[config.mk]
export PLATFORM = sky130hd
export DESIGN_NAME = dl11_bank_flat
export DESIGN_NICKNAME = d
export VERILOG_FILES = /design/src/rtl/dl11_bank_if.sv /design/src/rtl/dl11_bank.sv /design/src/flat_wrapper.sv
export SDC_FILE = /design/constraint.sdc
export NUM_CORES = 1
export LEC_CHECK = 0
export ABC_AREA = 1
export CAP_MARGIN = 25
export CELL_PAD_IN_SITES_DETAIL_PLACEMENT = 2
export CELL_PAD_IN_SITES_GLOBAL_PLACEMENT = 2
export CORE_MARGIN = 2
export CORE_UTILIZATION = 35
export CTS_CLUSTER_SIZE = 14
export DETAILED_ROUTE_END_ITERATION = 6
export PLACE_DENSITY_LB_ADDON = 0.1
export SLEW_MARGIN = 10
export SYNTH_ARGS = -nofsm -noshare
export SYNTH_HDL_FRONTEND = slang
export SYNTH_SLANG_ARGS = --single-unit
[constraint.sdc]
create_clock -name clk -period 3.6 [get_ports clk]
set_input_delay 0.36 -clock clk [delete_from_list [all_inputs] [get_ports clk]]
set_output_delay 0.36 -clock clk [all_outputs]
set_load 0.1 [all_outputs]
[src/rtl/dl11_bank_if.sv]
// rtl/dl11_bank_if.sv - DCJ11-side register bus bundle for the DL11 bank
interface dl11_bank_if;
    logic [21:0] bus_addr;
    logic [1:0]  bus_bs;
    logic        bus_rd;
    logic        bus_wr;
    logic        bus_byte;
    logic [15:0] bus_wdata;
    logic [15:0] bus_rdata;
    logic        bus_hit;
    logic        bus_rack;

    modport master (
        output bus_addr, bus_bs, bus_rd, bus_wr, bus_byte, bus_wdata,
        input  bus_rdata, bus_hit, bus_rack
    );

    modport slave (
        input  bus_addr, bus_bs, bus_rd, bus_wr, bus_byte, bus_wdata,
        output bus_rdata, bus_hit, bus_rack
    );
endinterface

[src/rtl/dl11_bank.sv]
// rtl/dl11_bank.sv - bank of DL11-style serial channels with per-channel RX/TX FIFOs
module dl11_bank #(
    parameter int          NCH     = 2,
    parameter logic [21:0] BASE    = 22'o17777560,
    parameter int          DEPTH   = 4,
    parameter int          RX_FLOW = 1
) (
    input  logic               clk,
    input  logic               rst,
    input  logic               bus_init,
    dl11_bank_if.slave         bus,
    input  logic [NCH-1:0]     h_rx_valid,
    output logic [NCH-1:0]     h_rx_ready,
    input  logic [8*NCH-1:0]   h_rx_data,
    output logic [NCH-1:0]     h_tx_valid,
    input  logic [NCH-1:0]     h_tx_ready,
    output logic [8*NCH-1:0]   h_tx_data,
    output logic [NCH-1:0]     irq_rx,
    output logic [NCH-1:0]     irq_tx
);
    localparam int AW = $clog2(DEPTH);
    localparam int CW = AW + 1;

    logic [7:0]    rx_mem_q [NCH][DEPTH];
    logic [7:0]    rx_mem_d [NCH][DEPTH];
    logic [7:0]    tx_mem_q [NCH][DEPTH];
    logic [7:0]    tx_mem_d [NCH][DEPTH];
    logic [AW-1:0] rx_rd_q [NCH], rx_rd_d [NCH], rx_wr_q [NCH], rx_wr_d [NCH];
    logic [AW-1:0] tx_rd_q [NCH], tx_rd_d [NCH], tx_wr_q [NCH], tx_wr_d [NCH];
    logic [CW-1:0] rx_cnt_q [NCH], rx_cnt_d [NCH];
    logic [CW-1:0] tx_cnt_q [NCH], tx_cnt_d [NCH];

    logic [NCH-1:0] rie_q, rie_d, tie_q, tie_d, ovr_q, ovr_d;
    logic [NCH-1:0] irq_rx_q, irq_rx_d, irq_tx_q, irq_tx_d;
    logic [15:0]    bus_rdata_q, bus_rdata_d;
    logic           bus_rack_q, bus_rack_d;

    logic [18:0]    ch_off;
    logic           hit, rd_hit, wr_lo;
    logic [1:0]     reg_sel;
    logic [15:0]    rd_val;
    logic           wdata_unused;

    logic [NCH-1:0] sel, rx_empty, rx_full, tx_empty, tx_full;
    logic [NCH-1:0] rx_pop, rx_push, tx_pop, tx_push, ovr_set;

    // Addresses below BASE wrap to a huge offset and so fall outside the window too.
    assign ch_off  = bus.bus_addr[21:3] - BASE[21:3];
    assign hit     = (bus.bus_bs == 2'b10) && (ch_off < 19'(NCH));
    assign reg_sel = bus.bus_addr[2:1];
    assign rd_hit  = bus.bus_rd && hit;
    // Every writable bit lives in the low byte, so an odd-byte write does nothing.
    assign wr_lo   = bus.bus_wr && hit && (!bus.bus_byte || !bus.bus_addr[0]);
    assign wdata_unused = ^bus.bus_wdata[15:8];

    assign bus.bus_hit   = hit;
    assign bus.bus_rdata = bus_rdata_q;
    assign bus.bus_rack  = bus_rack_q;
    assign irq_rx        = irq_rx_q;
    assign irq_tx        = irq_tx_q;

    for (genvar g = 0; g < NCH; g++) begin : g_ch
        assign sel[g]       = hit && (ch_off == 19'(g));
        assign rx_empty[g]  = (rx_cnt_q[g] == '0);
        assign rx_full[g]   = (rx_cnt_q[g] == CW'(DEPTH));
        assign tx_empty[g]  = (tx_cnt_q[g] == '0);
        assign tx_full[g]   = (tx_cnt_q[g] == CW'(DEPTH));
        assign h_rx_ready[g] = (RX_FLOW != 0) ? !rx_full[g] : 1'b1;
        assign rx_pop[g]    = rd_hit && sel[g] && (reg_sel == 2'd1) && !rx_empty[g];
        // A same-cycle pop frees the slot, so a push onto a full FIFO still lands.
        assign rx_push[g]   = h_rx_valid[g] && h_rx_ready[g] && (!rx_full[g] || rx_pop[g]);
        assign ovr_set[g]   = h_rx_valid[g] && h_rx_ready[g] && rx_full[g] && !rx_pop[g];
        assign h_tx_valid[g] = !tx_empty[g];
        assign tx_pop[g]    = !tx_empty[g] && h_tx_ready[g];
        assign tx_push[g]   = wr_lo && sel[g] && (reg_sel == 2'd3) && (!tx_full[g] || tx_pop[g]);
        assign h_tx_data[8*g +: 8] = tx_mem_q[g][tx_rd_q[g]];
    end

    // Read data always reflects the pre-pop FIFO head.
    always_comb begin
        rd_val = '0;
        for (int n = 0; n < NCH; n++) begin
            if (sel[n]) begin
                case (reg_sel)
                    2'd0:    rd_val = {8'h00, !rx_empty[n], rie_q[n], 6'b0};
                    2'd1:    rd_val = {ovr_q[n], ovr_q[n], 6'b0,
                                       rx_empty[n] ? 8'h00 : rx_mem_q[n][rx_rd_q[n]]};
                    2'd2:    rd_val = {8'h00, !tx_full[n], tie_q[n], 6'b0};
                    default: rd_val = '0;
                endcase
            end
        end
    end

    always_comb begin
        rx_mem_d    = rx_mem_q;
        tx_mem_d    = tx_mem_q;
        rx_rd_d     = rx_rd_q;
        rx_wr_d     = rx_wr_q;
        tx_rd_d     = tx_rd_q;
        tx_wr_d     = tx_wr_q;
        rx_cnt_d    = rx_cnt_q;
        tx_cnt_d    = tx_cnt_q;
        rie_d       = rie_q;
        tie_d       = tie_q;
        ovr_d       = ovr_q;
        irq_rx_d    = irq_rx_q;
        irq_tx_d    = irq_tx_q;
        bus_rack_d  = rd_hit;
        bus_rdata_d = rd_hit ? rd_val : bus_rdata_q;
        for (int n = 0; n < NCH; n++) begin
            if (rx_push[n]) begin
                rx_mem_d[n][rx_wr_q[n]] = h_rx_data[8*n +: 8];
                rx_wr_d[n] = rx_wr_q[n] + 1'b1;
            end
            if (rx_pop[n]) begin
                rx_rd_d[n] = rx_rd_q[n] + 1'b1;
            end
            rx_cnt_d[n] = rx_cnt_q[n] + CW'(rx_push[n]) - CW'(rx_pop[n]);

            if (tx_push[n]) begin
                tx_mem_d[n][tx_wr_q[n]] = bus.bus_wdata[7:0];
                tx_wr_d[n] = tx_wr_q[n] + 1'b1;
            end
            if (tx_pop[n]) begin
                tx_rd_d[n] = tx_rd_q[n] + 1'b1;
            end
            tx_cnt_d[n] = tx_cnt_q[n] + CW'(tx_push[n]) - CW'(tx_pop[n]);

            if (rd_hit && sel[n] && (reg_sel == 2'd1)) begin
                ovr_d[n] = 1'b0;
            end
            if (ovr_set[n]) begin
                ovr_d[n] = 1'b1;
            end
            if (wr_lo && sel[n] && (reg_sel == 2'd0)) begin
                rie_d[n] = bus.bus_wdata[6];
            end
            if (wr_lo && sel[n] && (reg_sel == 2'd2)) begin
                tie_d[n] = bus.bus_wdata[6];
            end
            // Built from next-state values so the request follows its cause by one cycle.
            irq_rx_d[n] = rie_d[n] && (rx_cnt_d[n] != '0);
            irq_tx_d[n] = tie_d[n] && (tx_cnt_d[n] != CW'(DEPTH));
        end
    end

    always_ff @(posedge clk) begin
        if (rst || bus_init) begin
            for (int n = 0; n < NCH; n++) begin
                rx_rd_q[n]  <= '0;
                rx_wr_q[n]  <= '0;
                tx_rd_q[n]  <= '0;
                tx_wr_q[n]  <= '0;
                rx_cnt_q[n] <= '0;
                tx_cnt_q[n] <= '0;
            end
            rie_q       <= '0;
            tie_q       <= '0;
            ovr_q       <= '0;
            irq_rx_q    <= '0;
            irq_tx_q    <= '0;
            bus_rdata_q <= '0;
            bus_rack_q  <= 1'b0;
        end else begin
            rx_rd_q     <= rx_rd_d;
            rx_wr_q     <= rx_wr_d;
            tx_rd_q     <= tx_rd_d;
            tx_wr_q     <= tx_wr_d;
            rx_cnt_q    <= rx_cnt_d;
            tx_cnt_q    <= tx_cnt_d;
            rie_q       <= rie_d;
            tie_q       <= tie_d;
            ovr_q       <= ovr_d;
            irq_rx_q    <= irq_rx_d;
            irq_tx_q    <= irq_tx_d;
            bus_rdata_q <= bus_rdata_d;
            bus_rack_q  <= bus_rack_d;
        end
    end

    // Storage needs no reset; the emptied pointers make stale bytes unreachable.
    always_ff @(posedge clk) begin
        rx_mem_q <= rx_mem_d;
        tx_mem_q <= tx_mem_d;
    end
endmodule

[src/flat_wrapper.sv]
// flat-port wrapper written by rule: the top's interface ports become plain ports
module dl11_bank_flat 
#(
    parameter int          NCH     = 2,
    parameter logic [21:0] BASE    = 22'o17777560,
    parameter int          DEPTH   = 4,
    parameter int          RX_FLOW = 1
)
  (clk, rst, bus_init, h_rx_valid, h_rx_ready, h_rx_data, h_tx_valid, h_tx_ready, h_tx_data, irq_rx, irq_tx, bus_bus_addr, bus_bus_bs, bus_bus_rd, bus_bus_wr, bus_bus_byte, bus_bus_wdata, bus_bus_rdata, bus_bus_hit, bus_bus_rack);
  dl11_bank_if bus_i ();
  input  logic clk;
  input  logic rst;
  input  logic bus_init;
  input  logic [NCH-1:0] h_rx_valid;
  output logic [NCH-1:0] h_rx_ready;
  input  logic [8*NCH-1:0] h_rx_data;
  output logic [NCH-1:0] h_tx_valid;
  input  logic [NCH-1:0] h_tx_ready;
  output logic [8*NCH-1:0] h_tx_data;
  output logic [NCH-1:0] irq_rx;
  output logic [NCH-1:0] irq_tx;
  input wire logic [$bits(bus_i.bus_addr)-1:0] bus_bus_addr;
  input wire logic [$bits(bus_i.bus_bs)-1:0] bus_bus_bs;
  input wire logic [$bits(bus_i.bus_rd)-1:0] bus_bus_rd;
  input wire logic [$bits(bus_i.bus_wr)-1:0] bus_bus_wr;
  input wire logic [$bits(bus_i.bus_byte)-1:0] bus_bus_byte;
  input wire logic [$bits(bus_i.bus_wdata)-1:0] bus_bus_wdata;
  output wire logic [$bits(bus_i.bus_rdata)-1:0] bus_bus_rdata;
  output wire logic [$bits(bus_i.bus_hit)-1:0] bus_bus_hit;
  output wire logic [$bits(bus_i.bus_rack)-1:0] bus_bus_rack;
  assign bus_i.bus_addr = bus_bus_addr;
  assign bus_i.bus_bs = bus_bus_bs;
  assign bus_i.bus_rd = bus_bus_rd;
  assign bus_i.bus_wr = bus_bus_wr;
  assign bus_i.bus_byte = bus_bus_byte;
  assign bus_i.bus_wdata = bus_bus_wdata;
  assign bus_bus_rdata = bus_i.bus_rdata;
  assign bus_bus_hit = bus_i.bus_hit;
  assign bus_bus_rack = bus_i.bus_rack;
  dl11_bank #(.NCH(NCH), .BASE(BASE), .DEPTH(DEPTH), .RX_FLOW(RX_FLOW)) u_core (.clk(clk), .rst(rst), .bus_init(bus_init), .bus(bus_i), .h_rx_valid(h_rx_valid), .h_rx_ready(h_rx_ready), .h_rx_data(h_rx_data), .h_tx_valid(h_tx_valid), .h_tx_ready(h_tx_ready), .h_tx_data(h_tx_data), .irq_rx(irq_rx), .irq_tx(irq_tx));
endmodule
; After elaboration in Yosys (flattened, before gate mapping)
; Index checks and enable logic that the tools add are counted.
; Widths: inputs -> output; s select.
[word_totals]
latch_bits = 0
n_memories = 0
output_inout_bits = 42
ramBits = 0
reg_bits = 183
wordCells = 191
input_bits = 66
romBits = 0
[classes]
n_addsub = 17
bitwise = 8
muxes = 38
n_mul = 0
shift = 0
n_lt_le_gt_ge = 13
n_reduce_logical = 68
n_div = 0
n_eq_ne = 11
[op_table]
columns = cell, count
row1 = $bwmux 32, 4
row2 = $mux 8, 14
row3 = $pmux 16 s3, 2
row4 = $bmux 8 s2, 4
row5 = $demux 8 s2, 4
row6 = $logic_and 1x1->1, 40
row7 = $mux 16, 2
row8 = $ge 3x3->1 const B, 8
row9 = $not 2->3, 8
row10 = $eq 19x1->1 const B, 1
row11 = $logic_not 19->1, 1
row12 = $lt 19x2->1 const B, 1
row13 = $sub 19x19->19 const B, 1
row14 = $add 2x1->2 const B, 8
row15 = $add 3x1->3, 4
row16 = $eq 3x3->1 const B, 4
row17 = $logic_not 1->1, 12
row18 = $logic_not 3->1, 4
row19 = $lt 3x1->1 const B, 4
row20 = $sub 3x1->3, 4
row21 = $mux 1, 8
row22 = $eq 2x2->1 const B, 3
row23 = $logic_or 1x1->1, 6
row24 = $ne 3x3->1 const B, 2
row25 = 4 further kinds, 6

; Logic depth before layout (Yosys ltp)
[logic_depth]
depth_word = 13
mapped_depth = 21
mapped_depth_nobuf = 21

; Worst setup path after synthesis
; No wires, ideal clock.
[synth_timing]
path_type = input to register
start = input port bus_bus_addr[4]
end = register u_core.irq_rx_q[1] (netlist: u_core.irq_rx[1])
slack_ns = 0.028
arrival_time_ns = 3.459
required_time_ns = 3.487
cell_stages = 19
path_cell_list = ha_1 nand2_1 nand2_4 nand2_2 xor2_1 nand2_1 nor2_1 nand3_2 nor2_4 nand3_4 nor3_4 ha_1 inv_1 ha_1 inv_1 fa_1 xor2_1 nor2_1 nor2_1
[synth_via]
elab_chain_len = 13
[synth_rtl]
columns = item, line_no
row1 = start: declaration, flat_wrapper.sv:22  ; input wire logic [$bits(bus_i.bus_addr)-1:0] bus_bus_addr;
row2 = $sub 19x19->19 (*), dl11_bank.sv:48  ; assign ch_off = bus.bus_addr[21:3] - BASE[21:3];
row3 = $lt 19x2->1 (*), dl11_bank.sv:49  ; assign hit = (bus.bus_bs == 2'b10) && (ch_off < 19'(NCH));
row4 = $logic_and 1x1->1 (*), dl11_bank.sv:49
row5 = named net bus_bus_hit, flat_wrapper.sv:29  ; output wire logic [$bits(bus_i.bus_hit)-1:0] bus_bus_hit;
row6 = "$logic_and 1x1->1, on equally long branches", "dl11_bank.sv:51, dl11_bank.sv:63"
row7 = $logic_and 1x1->1 (*) (3 in a row), dl11_bank.sv:69  ; assign rx_pop[g] = rd_hit && sel[g] && (reg_sel == 2'd1) && !rx_empty[g];
row8 = named net u_core.rx_pop[1], dl11_bank.sv:45  ; logic [NCH-1:0] rx_pop, rx_push, tx_pop, tx_push, ovr_set;
row9 = $logic_or 1x1->1, dl11_bank.sv:71  ; assign rx_push[g] = h_rx_valid[g] && h_rx_ready[g] && (!rx_full[g] || rx_pop[g]);
row10 = $logic_and 1x1->1, dl11_bank.sv:71
row11 = $add 3x1->3, dl11_bank.sv:119  ; rx_cnt_d[n] = rx_cnt_q[n] + CW'(rx_push[n]) - CW'(rx_pop[n]);
row12 = $sub 3x1->3 (*), dl11_bank.sv:119
row13 = $reduce_bool 3->1 (*), dl11_bank.sv:143  ; irq_rx_d[n] = rie_d[n] && (rx_cnt_d[n] != '0);
row14 = $logic_and 1x1->1 (*), dl11_bank.sv:143
row15 = end signal: assignment, dl11_bank.sv:175  ; irq_rx_q <= irq_rx_d;
row16 = end: declaration, dl11_bank.sv:34  ; logic [NCH-1:0] irq_rx_q, irq_rx_d, irq_tx_q, irq_tx_d;
; The timed path passes the listed nets; every way through them passes the cells marked *.
; A chain may end at the register's enable or synchronous reset.

; Worst setup path in the final report
[layout_timing]
start = input port bus_bus_addr[4]
end = register u_core.irq_rx_q[1] (netlist: u_core.irq_rx[1])
[layout_via]
elab_chain_len = 13
[layout_rtl]
columns = item, line_no
row1 = $sub 19x19->19 (*), dl11_bank.sv:48
row2 = $lt 19x2->1, dl11_bank.sv:49
row3 = $logic_and 1x1->1, dl11_bank.sv:49
row4 = "$logic_and 1x1->1, on equally long branches", "dl11_bank.sv:51, dl11_bank.sv:63"
row5 = $logic_and 1x1->1 (*) (3 in a row), dl11_bank.sv:69
row6 = named net u_core.rx_pop[1], dl11_bank.sv:45
row7 = $logic_or 1x1->1, dl11_bank.sv:71
row8 = $logic_and 1x1->1, dl11_bank.sv:71
row9 = $add 3x1->3, dl11_bank.sv:119
row10 = $sub 3x1->3 (*), dl11_bank.sv:119
row11 = $reduce_bool 3->1 (*), dl11_bank.sv:143
row12 = $logic_and 1x1->1 (*), dl11_bank.sv:143
; Marked as above.

==> impl_metrics.json <==
{
  "status": "finished, final reports clean",
  "skew_ns": 0.009966,
  "cts.sinks": 176,
  "worst_slack_ns": 0.2404,
  "grt_pass1_vias": 7344,
  "dp_slack_ns": -0.2260,
  "h-tree-depth": 4,
  "p_per_area_nw_per_um2": 431.2,
  "timing.final.crit_period_ns": 3.360,
  "die_w_um": 157.9,
  "core_area_um2": 23330,
  "synth_seq_cells": 176,
  "timing.reg2reg.setup_slack_ns": 0.82,
  "ys_seq_area_frac": 0.5799,
  "routed.top_layer": "met4",
  "required_ns": 3.98,
  "sequentialPowerShare": 0.489,
  "pwr-share-clk": 0.447,
  "cts_buffers": 17,
  "switching_power_mw": 1.166,
  "wl_per_cell_um": 18.40,
  "ios": 108,
  "grt_usage": 0.2049,
  "layout.nets": 1082,
  "dieArea_um2": 24920,
  "drc": 0,
  "drive_gt1_frac": 0.1420,
  "netlist_area_um2": 8285,
  "worstSetupEndpointType": "flop",
  "syn_to_final_growth_pct": 26.17,
  "overflow": 0,
  "crit_arrival_ns": 3.74,
  "drt_wl_total_um": 24270,
  "antenna_found_initial": 0,
  "grt_max_degree": 22,
  "finalHoldViolCount": 0,
  "postSynthCellCount": 856,
  "rsz0062_at_grt": "true",
  "met3RoutedLength_um": 674,
  "vias": 6427,
  "port_buffers": 93,
  "timing.rr.start": "u_core.rx_cnt_q[4]",
  "synthArstFlopShare": 0,
  "dr.first_iter.drc_count": 256,
  "yosysWarnings": 0,
  "diodes": 0,
  "synth_ff_type": "edfxtp_1",
  "grt_pass1_wl_um": 38960,
  "cts_setup_buffers": 0,
  "initial_core_util": 0.3551,
  "cts_tree": "built",
  "multi_input_area_um2": 2990,
  "power.internal_mw": 3.342,
  "combPwrFrac": 0.064,
  "met1Wirelength_um": 10130,
  "route.met2.wl_um": 13250,
  "fmax_ghz": 0.2977,
  "clk_latency_ns": 0.44,
  "ir_drop_mv": 0.3311,
  "critical_path_class": "in2reg",
  "cts_buffer_depth": 2,
  "ys_types": 41,
  "place_congestion": 0.7490,
  "dp_hpwl_um": 17880,
  "cp_max_fo": 8,
  "setup_violations": 0,
  "synth_edf_count": 128,
  "ctsHoldBuffers": 0,
  "fill_cells": 2501,
  "fp-row-count": 56,
  "reg2reg_to": "u_core.rx_cnt_q[5]",
  "slew_headroom": 0.3016,
  "ant_nets": 0,
  "design_power_total_mw": 4.508,
  "root_buffer": "clkbuf_16",
  "startpoint": "bus_bus_addr[4]",
  "timing.final.crit_share": 0.9332,
  "vias_per_cell": 4.873,
  "p_leak_nw": 4.194,
  "sw_frac_of_total": 0.2587,
  "regArea_um2": 4805,
  "die_h_um": 157.9,
  "r2r_cells": 12,
  "synth.avg_cell_area_um2": 9.679,
  "whs_path_depth": 2,
  "worstSetupStartpointType": "primary input",
  "tightest_slew_ns": 1.044,
  "crit_end": "u_core.irq_rx[1]",
  "clk_pin_slew_worst_paths_ns": 0.08,
  "hold_path.class": "reg2reg",
  "drv_slew": 0,
  "first_pass_iters": 4,
  "drv_cap": 0
}
-- synthesized netlist by cell type (6+ instances only) --
cell	n	area share
nor2_1	148	0.067
o22ai_1	28	0.021
xor2_1	6	0.0063
nor2_4	9	0.012
nand2_2	12	0.0091
ha_1	25	0.038
edfxtp_1	128	0.46
nand2_1	140	0.063
nand4_1	15	0.011
inv_1	107	0.048
a21oi_1	12	0.0072
clkbuf_1	15	0.0068
dfxtp_1	48	0.12
o21ai_0	69	0.042
buf_4	7	0.0063
nand3_1	35	0.021
-- timing repair --
item                       4_1_cts  5_1_grt
resized for setup                0       10
hold endpoints to repair         0        0
setup endpoints to repair        0        5
-- layer usage --
layer,up-vias,global-route usage
met5,-,0
met1,3226,0.2368
li1,3097,-
met2,85,0.3946
met3,19,0.03559
met4,0,0.04026
-- worst min-delay path by stage --
stage                          startpoint         endpoint  slack (ns)
after floorplan           u_core.ovr_q[1]  u_core.ovr_q[1]        0.43
after global placement    u_core.ovr_q[1]  u_core.ovr_q[1]        0.45
after detailed placement  u_core.ovr_q[1]  u_core.ovr_q[1]        0.46
after CTS                 u_core.ovr_q[1]  u_core.ovr_q[1]        0.46
after global routing      u_core.ovr_q[1]  u_core.ovr_q[1]        0.48
final                     u_core.ovr_q[1]  u_core.ovr_q[1]        0.46
-- power groups by stage --
stage | sequential, mW | combinational [mW] | clock (mW)
floorplan | 2.25 | 0.140 | 0
global placement | 2.25 | 0.271 | 0
detailed placement | 2.25 | 0.288 | 0
CTS | 2.20 | 0.292 | 2.06
global route | 2.21 | 0.319 | 2.13
finish | 2.20 | 0.290 | 2.01
-- worst max-delay path: stages --
cell,delay (ns)
clkdlybuf4s50_1,0.44
ha_1,0.23
nand2_1,0.12
nand2_4,0.11
nand2_2,0.12
xor2_1,0.20
and2b_1,0.18
nand4_1,0.13
nor2_4,0.13
nand2_2,0.13
nor3_4,0.21
ha_1,0.25
inv_1,0.06
ha_1,0.15
inv_1,0.06
fa_1,0.41
xor2_1,0.26
nor2_1,0.08
nor2_1,0.10
-- cell usage in the layout (no fill, tap or decap), types with 12 or more instances in the layout --
cell,instances
nand3_1,34
o21ai_0,69
clkdlybuf4s50_1,76
o22ai_1,28
nor2_1,141
edfxtp_1,128
clkbuf_16,17
buf_4,56
a21oi_1,12
nand4_1,15
nand2_2,12
nand2_1,140
ha_1,25
dfxtp_1,48
inv_1,107
-- state kept, by name (all words and copies together) (netlist names) --
register / cells
u_core.rie_q: 2
u_core.tie_q: 2
u_core.tx_rd_q: 4
u_core.rx_mem_q: 64
u_core.bus.bus_rack: 1
u_core.irq_rx: 2
u_core.rx_rd_q: 4
u_core.rx_cnt_q: 6
u_core.rx_wr_q: 4
u_core.bus.bus_rdata: 9
u_core.irq_tx: 2
u_core.tx_mem_q: 64
u_core.ovr_q: 2
u_core.tx_wr_q: 4
u_core.tx_cnt_q: 6
-- cells by family (layout without fill, tap and decap cells) --
logic type      count (synthesis)  count (layout)  share of synthesized area
fa+ha+maj                      29              29                    0.04742
flops                         176             176                     0.5799
xor+xnor                        9               9                   0.009514
compound gates                122             122                    0.08200
other cells                     1               6                  0.0004526
simple gates                  383             383                     0.2146
buf+inv                       136             275                    0.06614
-- layout make-up --
type                            count  share of cell area
Sequential cell                   176              0.4596
Multi-Input combinational cell    549              0.2861
Timing Repair Buffer              133              0.1149
Clock buffer                       17             0.04069
Inverter                          110             0.03950
Tap cell                          319             0.03818
Clock inverter                     15             0.02107
-- per-stage QoR --
step                TNS (ns)  area (um^2)  cells  hold WS [ns]  utilization
detailed placement    -1.269         9772   1287        0.4603       0.4188
global route        -0.03382        10450   1319        0.4825       0.4480
CTS                        0        10420   1319        0.4644       0.4465
floorplan                  0         8304    861        0.4252            -
finish                     0        10450   1319        0.4644       0.4480
global placement     -0.2958         9772   1287        0.4474       0.4188
Note: power is estimated with default switching activity, not from simulation.
